--- src/rtl/multicycle_ctrl_pkg.sv ---
// Shared CPU defines: opcode/funct constants plus the control encodings used by
// the multi-cycle controller and its decoder.
package multicycle_ctrl_pkg;

  localparam logic [5:0] OP_RTYPE = 6'h00;
  localparam logic [5:0] OP_J     = 6'h02;
  localparam logic [5:0] OP_JAL   = 6'h03;
  localparam logic [5:0] OP_BEQ   = 6'h04;
  localparam logic [5:0] OP_BNE   = 6'h05;
  localparam logic [5:0] OP_ADDI  = 6'h08;
  localparam logic [5:0] OP_XORI  = 6'h0E;
  localparam logic [5:0] OP_LW    = 6'h23;
  localparam logic [5:0] OP_SW    = 6'h2B;

  localparam logic [5:0] FN_JR  = 6'h08;
  localparam logic [5:0] FN_ADD = 6'h20;
  localparam logic [5:0] FN_SUB = 6'h22;
  localparam logic [5:0] FN_SLT = 6'h2A;

  typedef enum logic [1:0] {ALU_ADD = 2'd0, ALU_SUB = 2'd1, ALU_XOR = 2'd2, ALU_SLT = 2'd3} alu_op_t;
  typedef enum logic [1:0] {PC_PLUS4 = 2'd0, PC_BRANCH = 2'd1, PC_JUMP = 2'd2, PC_RS = 2'd3} pc_src_t;
  typedef enum logic [1:0] {DST_RT = 2'd0, DST_RD = 2'd1, DST_R31 = 2'd2} reg_dst_t;
  typedef enum logic [1:0] {WB_ALU = 2'd0, WB_MEM = 2'd1, WB_PC = 2'd2} wb_sel_t;

  typedef enum logic [2:0] {
    S_IDLE   = 3'd0,
    S_FETCH  = 3'd1,
    S_DECODE = 3'd2,
    S_EXEC   = 3'd3,
    S_MEM    = 3'd4,
    S_WB     = 3'd5
  } state_t;

  // Instruction class latched in DECODE; CL_NONE marks an unsupported encoding.
  typedef enum logic [3:0] {
    CL_NONE = 4'd0,
    CL_ADD  = 4'd1,
    CL_SUB  = 4'd2,
    CL_SLT  = 4'd3,
    CL_ADDI = 4'd4,
    CL_XORI = 4'd5,
    CL_LW   = 4'd6,
    CL_SW   = 4'd7,
    CL_BEQ  = 4'd8,
    CL_BNE  = 4'd9,
    CL_J    = 4'd10,
    CL_JAL  = 4'd11,
    CL_JR   = 4'd12
  } class_t;

  function automatic logic is_rtype_alu(input class_t c);
    return (c == CL_ADD) || (c == CL_SUB) || (c == CL_SLT);
  endfunction

endpackage

--- src/rtl/multicycle_ctrl_decode.sv ---
// Combinational opcode/funct classifier for the multi-cycle controller.
module ctrl_decode
  import multicycle_ctrl_pkg::*;
(
  input  logic [5:0] opcode,
  input  logic [5:0] funct,
  output logic [3:0] cls,
  output logic       illegal
);

  class_t c;

  // NOTE: assign a default before the case so every path drives c and no latch is inferred.
  always_comb begin
    c = CL_NONE;
    case (opcode)
      OP_RTYPE: begin
        case (funct)
          FN_ADD:  c = CL_ADD;
          FN_SUB:  c = CL_SUB;
          FN_SLT:  c = CL_SLT;
          FN_JR:   c = CL_JR;
          default: c = CL_NONE;
        endcase
      end
      OP_J:    c = CL_J;
      OP_JAL:  c = CL_JAL;
      OP_BEQ:  c = CL_BEQ;
      OP_BNE:  c = CL_BNE;
      OP_ADDI: c = CL_ADDI;
      OP_XORI: c = CL_XORI;
      OP_LW:   c = CL_LW;
      OP_SW:   c = CL_SW;
      default: c = CL_NONE;
    endcase
  end

  assign cls     = c;
  assign illegal = (c == CL_NONE);

endmodule

--- src/rtl/multicycle_ctrl.sv ---
// Multi-cycle control FSM for the MIPS-subset CPU: sequences fetch, decode,
// execute, memory and writeback and counts retired instructions.
module multicycle_ctrl
  import multicycle_ctrl_pkg::*;
#(
  parameter int CNT_W = 32
) (
  input  logic             clk,
  input  logic             rst_n,
  input  logic [5:0]       opcode,
  input  logic [5:0]       funct,
  input  logic             alu_zero,
  input  logic             mem_ready,
  output logic             pc_wr,
  output logic [1:0]       pc_src,
  output logic             ir_wr,
  output logic             mem_rd,
  output logic             mem_wr,
  output logic [1:0]       alu_op,
  output logic             alu_src_b,
  output logic [1:0]       reg_dst,
  output logic [1:0]       wb_sel,
  output logic             regwr,
  output logic             instr_done,
  output logic             illegal,
  output logic [CNT_W-1:0] retired,
  output logic [2:0]       state
);

  state_t     cur, nxt;
  class_t     cls_q;
  logic [3:0] dec_cls_raw;
  logic       dec_illegal;
  logic       branch_taken;

  ctrl_decode u_decode (
    .opcode  (opcode),
    .funct   (funct),
    .cls     (dec_cls_raw),
    .illegal (dec_illegal)
  );

  // NOTE: sequential state uses non-blocking assignments so all registers update together.
  always_ff @(posedge clk or negedge rst_n) begin
    if (!rst_n) cur <= S_IDLE;
    else        cur <= nxt;
  end

  always_ff @(posedge clk or negedge rst_n) begin
    if (!rst_n)                cls_q <= CL_NONE;
    else if (cur == S_DECODE)  cls_q <= class_t'(dec_cls_raw);
  end

  always_comb begin
    nxt = cur;
    case (cur)
      S_IDLE:   nxt = S_FETCH;
      S_FETCH:  if (mem_ready) nxt = S_DECODE;
      S_DECODE: nxt = dec_illegal ? S_FETCH : S_EXEC;
      S_EXEC: begin
        case (cls_q)
          CL_ADD, CL_SUB, CL_SLT, CL_ADDI, CL_XORI: nxt = S_WB;
          CL_LW, CL_SW:                             nxt = S_MEM;
          default:                                  nxt = S_FETCH;
        endcase
      end
      S_MEM:    if (mem_ready) nxt = (cls_q == CL_LW) ? S_WB : S_FETCH;
      S_WB:     nxt = S_FETCH;
      default:  nxt = S_IDLE;
    endcase
  end

  // BEQ branches on zero, BNE on non-zero.
  assign branch_taken = alu_zero ~^ (cls_q == CL_BEQ);

  always_comb begin
    pc_wr      = 1'b0;
    pc_src     = PC_PLUS4;
    ir_wr      = 1'b0;
    mem_rd     = 1'b0;
    mem_wr     = 1'b0;
    alu_op     = ALU_ADD;
    alu_src_b  = 1'b0;
    reg_dst    = DST_RT;
    wb_sel     = WB_ALU;
    regwr      = 1'b0;
    instr_done = 1'b0;
    illegal    = 1'b0;
    case (cur)
      S_FETCH: begin
        mem_rd = 1'b1;
        if (mem_ready) begin
          ir_wr = 1'b1;
          pc_wr = 1'b1;
        end
      end
      S_DECODE: illegal = dec_illegal;
      S_EXEC: begin
        case (cls_q)
          CL_SUB:                 alu_op = ALU_SUB;
          CL_SLT:                 alu_op = ALU_SLT;
          CL_ADDI, CL_LW, CL_SW:  alu_src_b = 1'b1;
          CL_XORI: begin
            alu_op    = ALU_XOR;
            alu_src_b = 1'b1;
          end
          CL_BEQ, CL_BNE: begin
            alu_op     = ALU_SUB;
            instr_done = 1'b1;
            if (branch_taken) begin
              pc_wr  = 1'b1;
              pc_src = PC_BRANCH;
            end
          end
          CL_J: begin
            pc_wr      = 1'b1;
            pc_src     = PC_JUMP;
            instr_done = 1'b1;
          end
          // Link and jump share one edge; the datapath's PC is still PC+4 here.
          CL_JAL: begin
            pc_wr      = 1'b1;
            pc_src     = PC_JUMP;
            regwr      = 1'b1;
            reg_dst    = DST_R31;
            wb_sel     = WB_PC;
            instr_done = 1'b1;
          end
          CL_JR: begin
            pc_wr      = 1'b1;
            pc_src     = PC_RS;
            instr_done = 1'b1;
          end
          default: ;
        endcase
      end
      S_MEM: begin
        if (cls_q == CL_LW) mem_rd = 1'b1;
        if (cls_q == CL_SW) begin
          mem_wr     = 1'b1;
          instr_done = mem_ready;
        end
      end
      S_WB: begin
        regwr      = 1'b1;
        instr_done = 1'b1;
        if (is_rtype_alu(cls_q)) reg_dst = DST_RD;
        if (cls_q == CL_LW)      wb_sel  = WB_MEM;
      end
      default: ;
    endcase
  end

  always_ff @(posedge clk or negedge rst_n) begin
    if (!rst_n)          retired <= '0;
    else if (instr_done) retired <= retired + {{(CNT_W-1){1'b0}}, 1'b1};
  end

  assign state = cur;

endmodule

--- config.mk ---
export PLATFORM = sky130hd
export DESIGN_NAME = multicycle_ctrl
export DESIGN_NICKNAME = d
export VERILOG_FILES = /design/src/rtl/multicycle_ctrl_pkg.sv /design/src/rtl/multicycle_ctrl_decode.sv /design/src/rtl/multicycle_ctrl.sv
export SDC_FILE = /design/constraint.sdc
export NUM_CORES = 1
export LEC_CHECK = 0
export CAP_MARGIN = 20
export CORE_AREA = 3 3 81 83
export DETAILED_ROUTE_END_ITERATION = 7
export DIE_AREA = 0 0 84 86
export PLACE_DENSITY = 0.73
export SETUP_SLACK_MARGIN = 0.05
export SLEW_MARGIN = 40
export SYNTH_ARGS = -nofsm -noshare
export SYNTH_HDL_FRONTEND = slang
export SYNTH_SLANG_ARGS = --single-unit
--- constraint.sdc ---
create_clock -name clk -period 2.1 [get_ports clk]
set_input_delay 0.315 -clock clk [delete_from_list [all_inputs] [get_ports clk]]
set_output_delay 0.315 -clock clk [all_outputs]
set_load 0.02 [all_outputs]
# Word level (Yosys, flattened, before mapping)
# Index checks and enable logic that the tools add are counted.
totals:
  out_inout_bits: 51
  wordCells: 86
  register_bits: 39
  in_bits: 16
classes:
  muxes: 35
  add_sub_neg: 1
  n_eq_ne: 31
  bitwise_logic: 1
  reduce_logical: 15
op_table:
  columns: ["op", "count"]
  rows:
  - ["$pmux W4 S9", 1]
  - ["$add A32 B1 Y32 const B", 1]
  - ["$eq A6 B6 Y1 const B", 5]
  - ["$eq A4 B4 Y1 const B", 5]
  - ["$eq A6 B4 Y1 const B", 3]
  - ["$eq A4 B3 Y1 const B", 4]
  - ["$pmux W4 S4", 1]
  - ["$mux W1", 15]
  - ["$pmux W3 S5", 1]
  - ["$eq A6 B2 Y1 const B", 2]
  - ["$eq A6 B3 Y1 const B", 2]
  - ["$pmux W2 S3", 2]
  - ["$reduce_or A5 Y1", 2]
  - ["$mux W3", 3]
  - ["$eq A4 B2 Y1 const B", 2]
  - ["$mux W2", 4]
  - ["$pmux W1 S2", 4]
  - ["$pmux W2 S2", 2]
  - ["$reduce_or A2 Y1", 4]
  - ["$eq A3 B2 Y1 const B", 2]
  - ["$eq A3 B3 Y1 const B", 2]
  - ["$logic_not A6 Y1", 1]
  - ["$pmux W3 S2", 1]
  - ["$reduce_or A3 Y1", 2]
  - ["10 further kinds", 12]

# Logic depth before layout (Yosys ltp)
# Gate-level depths: netlist of the first run.
depth:
  ltp_word: 6
  ltp_mapped: 7
  depth_no_buf: 5

# By module
# From an unflattened synthesis of the first run, not the netlist that was laid out.
unflattened:
  hier_cells: 227
  area_unflattened_um2: 2240.9
modules_own_cells:
  columns: ["module", "seq_area_each_um2", "cells_per_inst", "area_per_inst_um2", "n_inst"]
  rows:
  - ["multicycle_ctrl", 975.9, 199, 2052.0, 1]
  - ["ctrl_decode", 0.0, 28, 188.9, 1]

# Least setup slack after synthesis of the first run
# No wires, ideal clock.
synth_path:
  kind: "reg2out"
  startpoint: "register cur[2] (netlist: state[2])"
  endpoint: "output pc_wr"
  t_arrival_ps: 1589
  slack_ps: 196
  t_required_ps: 1785
  path_stages_with_launch: 6
  cell_sequence: "dfrtp_1 -> and2b_1 -> and2_1 -> nand2_1 -> nor2_1 -> a211o_1"
synth_between:
  elab_chain_len: 2
  word_cells_on_any_way: 3
  classes_between: "eq/ne (2); mux (1)"
synth_rtl:
  columns: ["element", "line", "source"]
  rows:
  - ["from (decl)", "multicycle_ctrl.sv:30", "state_t cur, nxt;"]
  - ["from (signal assigned)", "multicycle_ctrl.sv:46", "else cur <= nxt;"]
  - ["$eq A3 B2 Y1 / $eq A3 B1 Y1 (equally long branches)", "multicycle_ctrl.sv:89", "case (cur)"]
  - ["$pmux W1 S2 *", "multicycle_ctrl.sv:89", null]
  - ["to (decl)", "multicycle_ctrl.sv:14", "output logic pc_wr,"]
# Mark *: on every way between the ends. The rest lies on a longest branch, timed or not.

# Worst setup path in the final report of the first run
layout_path:
  startpoint: "input funct[5]"
  endpoint: "output illegal"
layout_between:
  elab_chain_len: 5
  word_cells_on_any_way: 8
  classes_between: "eq/ne (4); mux (3); reduce/logical (1)"
layout_rtl:
  columns: ["element", "line", "source"]
  rows:
  - ["from (decl)", "multicycle_ctrl.sv:11", "input logic [5:0] funct,"]
  - ["$eq A6 B4 Y1 / $eq A6 B6 Y1 (equally long branches)", "multicycle_ctrl_decode.sv:18", "case (funct)"]
  - ["$pmux W4 S4 *", "multicycle_ctrl_decode.sv:18", null]
  - ["$pmux W4 S9 *", "multicycle_ctrl_decode.sv:16", "case (opcode)"]
  - ["$logic_not A4 Y1 *", "multicycle_ctrl_decode.sv:39", "assign illegal = (c == CL_NONE);"]
  - ["$mux W1 *", "multicycle_ctrl.sv:89", null]
  - ["to (decl)", "multicycle_ctrl.sv:25", "output logic illegal,"]
# Marks and branches as above.

==> flow_summary.ini, run 1 <==
[synthesis]
ys_ff_latch = 39
synth-edff-count = 0
syn-instance-count = 233
synth_seq_area_share_pct = 41.8
ys_warn_count = 0
ys.flop_type = dfrtp_1
synth.distinct_cells = 56
syn_avg_cell_area_um2 = 10.0
netlist_area_um2 = 2330
async_flop_share_pct = 100
synth_fp_nets = 250

[pwr]
power_mw = 2.81
irDropWorstVdd_mv = 0.498
power.density_nw_per_um2 = 811
p_leak_nw = 1.63

[clocking]
cts_tree = done
cts_buffers = 5
cts-root-buf = clkbuf_8
ctsHtreeMaxLevel = 2
cts_sinks = 39
clk_latency_ps = 290
clock_path_buffers = 2
path_clk_slew_ps = 80

[timing]
rsz0062_at_grt = true
period_share_pct = 97.0
maxSlewHeadroom_pct = 66.9
maxSlewViolCount = 0
tightest_slew_ps = 492
timing.fmax_mhz = 491
fin_skew_ps = 7.74
final_hold_viol_count = 0
setup_viol = 0
period_needed_ps = 2040

[worst_hold_path]
hold_path.class = flip-flop to flip-flop

[critical_path]
crit_arrival_ps = 1720
cp_cell_sequence = clkdlybuf4s50_1 > xnor2_1 > or4_4 > a31oi_4 > nor2_2 > buf_6
cpPeakStageDelay_ps = 440
crit_type = input port to primary output
cp_max_fo = 2
setup.worst_path.end_class = primary output
slowest_stage = clkdlybuf4s50_1
required_ps = 1780
start_kind = input port

[finish]
diodes = 0
instances_no_fill = 406
drive_above_1_share_pct = 22.1
fin_nets = 347
area_growth_pct = 48.5

[grt]
grt_use_total_pct = 15.2
grt_start_max_net_pins = 40
antenna_found_initial = 0
grt-ovfl-total = 0
grt_pass1_wl_mm = 9.12
grt_pass1_vias = 1961

[place]
gp_congestion = 0.859
dp.cells = 391
io_buffers = 66
hpwl_mm = 4.12

[drt]
wl_per_cell_um = 14.3
drt_pass1_iterations = 4
antenna_left = 0
wl_mm = 5.79
drt-vias-per-instance = 5.18
vias = 2105
drt_iter0_drc = 90
drcViolationCount = 0

[run]
cap_violations = 0

[die]
dieHeight_um = 86
core_area_um2 = 5920
die_x_um = 84
boundaryPins = 67
dieArea_um2 = 7220
start_util_pct = 39.4
num_rows = 28

[status]
status = completed
cells by family after synthesis:
kind of cell	count (synthesis)	synth area share, %
simple gates	104	28.7
mux	2	0.912
xor+xnor	37	13.9
flops	39	41.8
buf+inv	20	4.56
compound gates	30	9.55
fa+ha+maj	1	0.536
worst paths after layout:
path                        startpoint     endpoint  slack, ps  cells past startpoint
setup / recovery              funct[5]      illegal         60                      6
hold / removal             retired[27]  retired[27]        490                      1
setup reg to reg              state[1]   retired[5]        270                      7
hold reg to reg            retired[27]  retired[27]        490                      1
max in group asynchronous        rst_n     state[1]       1210                      2
min in group asynchronous        rst_n  retired[21]        530                      2
through the flow:
stage	cell area (um^2)	util, %	setup WS, ps	TNS (ps)	hold slack [ps]
2_1_floorplan	2330	-	196	0	19.4
3_3_place_gp	3250	54.9	-523	-895	460
3_5_place_dp	3250	54.9	-556	-1020	316
4_1_cts	3380	57.0	-114	-116	486
5_1_grt	3460	58.5	14.3	0	498
6_report	3460	58.5	63.6	0	485
cell usage in the layout, fill, tap and decap left out, types with 7 or more instances in the layout:
cell	netlist	final
nand4_1	8	8
clkdlybuf4s50_1	0	40
inv_1	8	7
buf_4	1	32
nand2_1	18	17
a21oi_1	8	8
dlymetal6s2s_1	0	9
dfrtp_1	39	37
xnor2_1	32	31
dlygate4sd2_1	0	9
nor2_1	9	7
and3_1	12	12
nand3_1	14	13
synth_stat cells (all sizes together), types with 2 or more instances:
master / n / area share, %
a21boi: 2 / 1.3
nand2: 18 / 2.9
nand2b: 3 / 0.80
buf: 8 / 2.6
a21oi: 9 / 2.4
clkbuf: 4 / 0.70
xor2: 5 / 1.9
nor2: 9 / 1.4
nor2b: 3 / 0.80
xnor2: 32 / 12
and3b: 2 / 0.80
and2: 4 / 1.1
nor3: 5 / 1.3
nand3: 14 / 3.0
nor4b: 3 / 1.1
nand3b: 3 / 0.97
a21o: 2 / 0.64
o21ai: 4 / 0.86
nor3b: 2 / 1.1
a31oi: 4 / 1.1
and3: 12 / 3.2
and4: 5 / 2.0
inv: 8 / 1.3
nor4: 5 / 2.0
dfrtp: 39 / 42
nand4: 10 / 4.0
metal layers:
metal  track usage, %  share of wire [%]
met5                0                  0
met1             19.7                 43
met4             4.82                2.2
met3             3.07                3.8
met2             25.8                 51
cell type report:
class	instances	area [um^2]
Inverter	8	30.0
Tap cell	75	93.8
Multi-Input combinational cell	174	1320
Timing Repair Buffer	102	956
Fill cell	536	2460
Clock buffer	6	72.6
Clock inverter	2	12.5
Sequential cell	39	978
state kept, by name (all words and copies together) (netlist names):
| name | cells |
|---|---|
| retired | 32 |
| cls_q | 4 |
| state | 3 |
critical path, delay by kind of cell:
family	cells	cell delay, ps
AO/OA/AOI/OAI	1	190
XOR/XNOR	1	140
buffers and inverters	2	570
AND/OR/NAND/NOR	2	510
where the power goes:
| part | internal (mW) | switching (mW) |
|---|---|---|
| Clock | 0.232 | 0.259 |
| Combinational | 0.632 | 0.646 |
| Sequential | 0.860 | 0.180 |
what timing repair did:
item | 4_1_cts | 5_1_grt
pin swaps | 1 | 6
hold buffers | 1 | 0
endpoints found under the setup margin | 16 | 9
gates resized for setup | 25 | 37
endpoints found under the hold margin | 23 | 0
buffers inserted | 5 | 1
(Power assumes the default switching activity.)
==> run 2, diff against run 1 <==
- CELL_PAD_IN_SITES_DETAIL_PLACEMENT: unset -> 1
- CELL_PAD_IN_SITES_GLOBAL_PLACEMENT: unset -> 1
- CORE_AREA: 3 3 81 83 -> 3 3 85 87
- DIE_AREA: 0 0 84 86 -> 0 0 88 90
- PLACE_DENSITY: 0.73 -> unset
- PLACE_DENSITY_LB_ADDON: unset -> 0.15
==> run 2 against run 1 <==
Global-route usage increased by 2.2 points. Sequential share of layout area decreased by 0.051 points. Total power increased by 2.9%. Largest power group unchanged. Flip-flop and latch count unchanged. Setup slack got worse by 35 ps. Die area increased by 9.6%.
==> flow_summary.ini, run 2 (synthesis results as in run 1) <==
[pwr]
p_clk_share_pct = 18.0
switchingPower_mw = 1.11
p_comb_share_pct = 45.8
p_sw_share_pct = 38.5
power.density_nw_per_um2 = 833
pwr-share-seq_pct = 36.2
irDropWorstVdd_mv = 0.466
power_mw = 2.89
internal-power_mw = 1.78
p_leak_nw = 1.65

[finish]
multiInputGateArea_um2 = 1320
drive_above_1_share_pct = 24.0
fillers = 733
fin_nets = 351
instances_no_fill = 411
largest_reg_flops = 32
area_growth_pct = 48.8
final_common_cell = clkdlybuf4s50_1
ff_latch_area_um2 = 978
layout_common_cells = clkdlybuf4s50_1 (40), dfrtp_1 (37), buf_4 (37)
largest-register = retired
diodes = 0

[critical_path]
rrSetupSlack_ps = 210
slowest_stage = clkdlybuf4s50_1
cpPeakStageDelay_ps = 450
crit_type = input port to primary output
required_ps = 1780
cp_cell_sequence = clkdlybuf4s50_1 > xnor2_1 > or4_4 > a31oi_4 > nor2_1 > buf_4
crit_arrival_ps = 1760
setup.worst_path.end_class = primary output
r2r-start = state[0]
reg2reg_depth = 8
cp_max_fo = 2
start_kind = input port
timing.rr.end = retired[5]

[timing]
timing.fmax_mhz = 483
rsz0062_at_grt = true
maxSlewViolCount = 0
final_hold_viol_count = 0
period_share_pct = 98.6
worst_slack_ps = 29.0
tightest_slew_ps = 585
hold_ws_ps = 10.7
maxSlewHeadroom_pct = 61.0
period_needed_ps = 2070
setup_viol = 0
fin_skew_ps = 14.0
setup_tns_ps = 0

[clocking]
clock_path_buffers = 2
cts_tree = done
cts-root-buf = clkbuf_8
cts_buffers = 5
cts_sinks = 39
cts_hold_buffers = 0
path_clk_slew_ps = 80
ctsHtreeMaxLevel = 2
clk_latency_ps = 300

[drt]
wl_mm = 6.54
drt_iter0_drc = 52
antenna_left = 0
vias = 2109
drcViolationCount = 0
wl_per_cell_um = 15.9
drt-vias-per-instance = 5.13
drt_pass1_iterations = 4

[die]
dieHeight_um = 90
start_util_pct = 36.3
boundaryPins = 67
dieArea_um2 = 7920
die_x_um = 88
num_rows = 29
core_area_um2 = 6420

[status]
status = completed

[place]
dp.cells = 402
hpwl_mm = 4.88
io_buffers = 66
gp_congestion = 0.785
preCtsSetupSlack_ps = -561

[grt]
grt_use_total_pct = 17.4
grt_start_max_net_pins = 27
grt_pass1_wl_mm = 11.1
antenna_found_initial = 0
grt-ovfl-total = 0
grt_pass1_vias = 2180

[worst_hold_path]
hold_path.class = input port to asynchronous set/reset pin

[run]
cap_violations = 0
run 2: what timing repair did:
action | CTS | global route
endpoints found under the hold margin | 0 | 0
endpoints found under the setup margin | 16 | 9
gates resized for setup | 28 | 40
cloned | 0 | 0
setup buffers | 0 | 2
pin swaps | 1 | 8
run 2: worst max-delay path by stage:
stage | depth (start not counted) | to | startpoint
2_1_floorplan | 5 | pc_wr | state[2]
3_3_place_gp | 7 | illegal | funct[0]
3_5_place_dp | 7 | illegal | funct[3]
4_1_cts | 7 | illegal | funct[0]
5_1_grt | 6 | illegal | funct[5]
6_report | 6 | illegal | funct[5]
run 2: metrics by stage:
stage / instance area [um^2] / util (%)
2_1_floorplan: 2330 / -
3_3_place_gp: 3320 / 51.7
3_5_place_dp: 3320 / 51.7
4_1_cts: 3400 / 53.0
5_1_grt: 3470 / 54.0
6_report: 3470 / 54.0
run 2: final cells by class:
type / count / share of cell area (%)
well taps: 77 / 2.78
flip-flops and latches: 39 / 28.2
inverters: 8 / 0.865
clock buffers: 6 / 2.38
clock inverters: 1 / 0.144
repair buffers: 106 / 27.6
multi-input cells: 174 / 38.1
run 2: layer usage:
metal	part of all wire (%)	vias to the layer above	track usage, %
met3	4.2	7	5.03
met5	0	-	0
met1	47	1031	24.0
met2	48	39	27.2
li1	-	1032	-
met4	0.92	0	3.45
run 2: power groups by stage:
stage               Sequential (mW)  Combinational [mW]  Clock, mW
floorplan                      1.06               0.697          0
global placement               1.05                1.34          0
detailed placement             1.05                1.36          0
CTS                            1.05                1.32      0.531
global route                   1.08                1.46      0.567
finish                         1.05                1.32      0.520
run 2: critical path: cells and delay by family:
| family | cells | cell delay (ps) |
|---|---|---|
| and+or+nand+nor | 2 | 500 |
| AOI/OAI and AO/OA | 1 | 180 |
| xor gates and xnor gates | 1 | 160 |
| buffers and inverters | 2 | 600 |
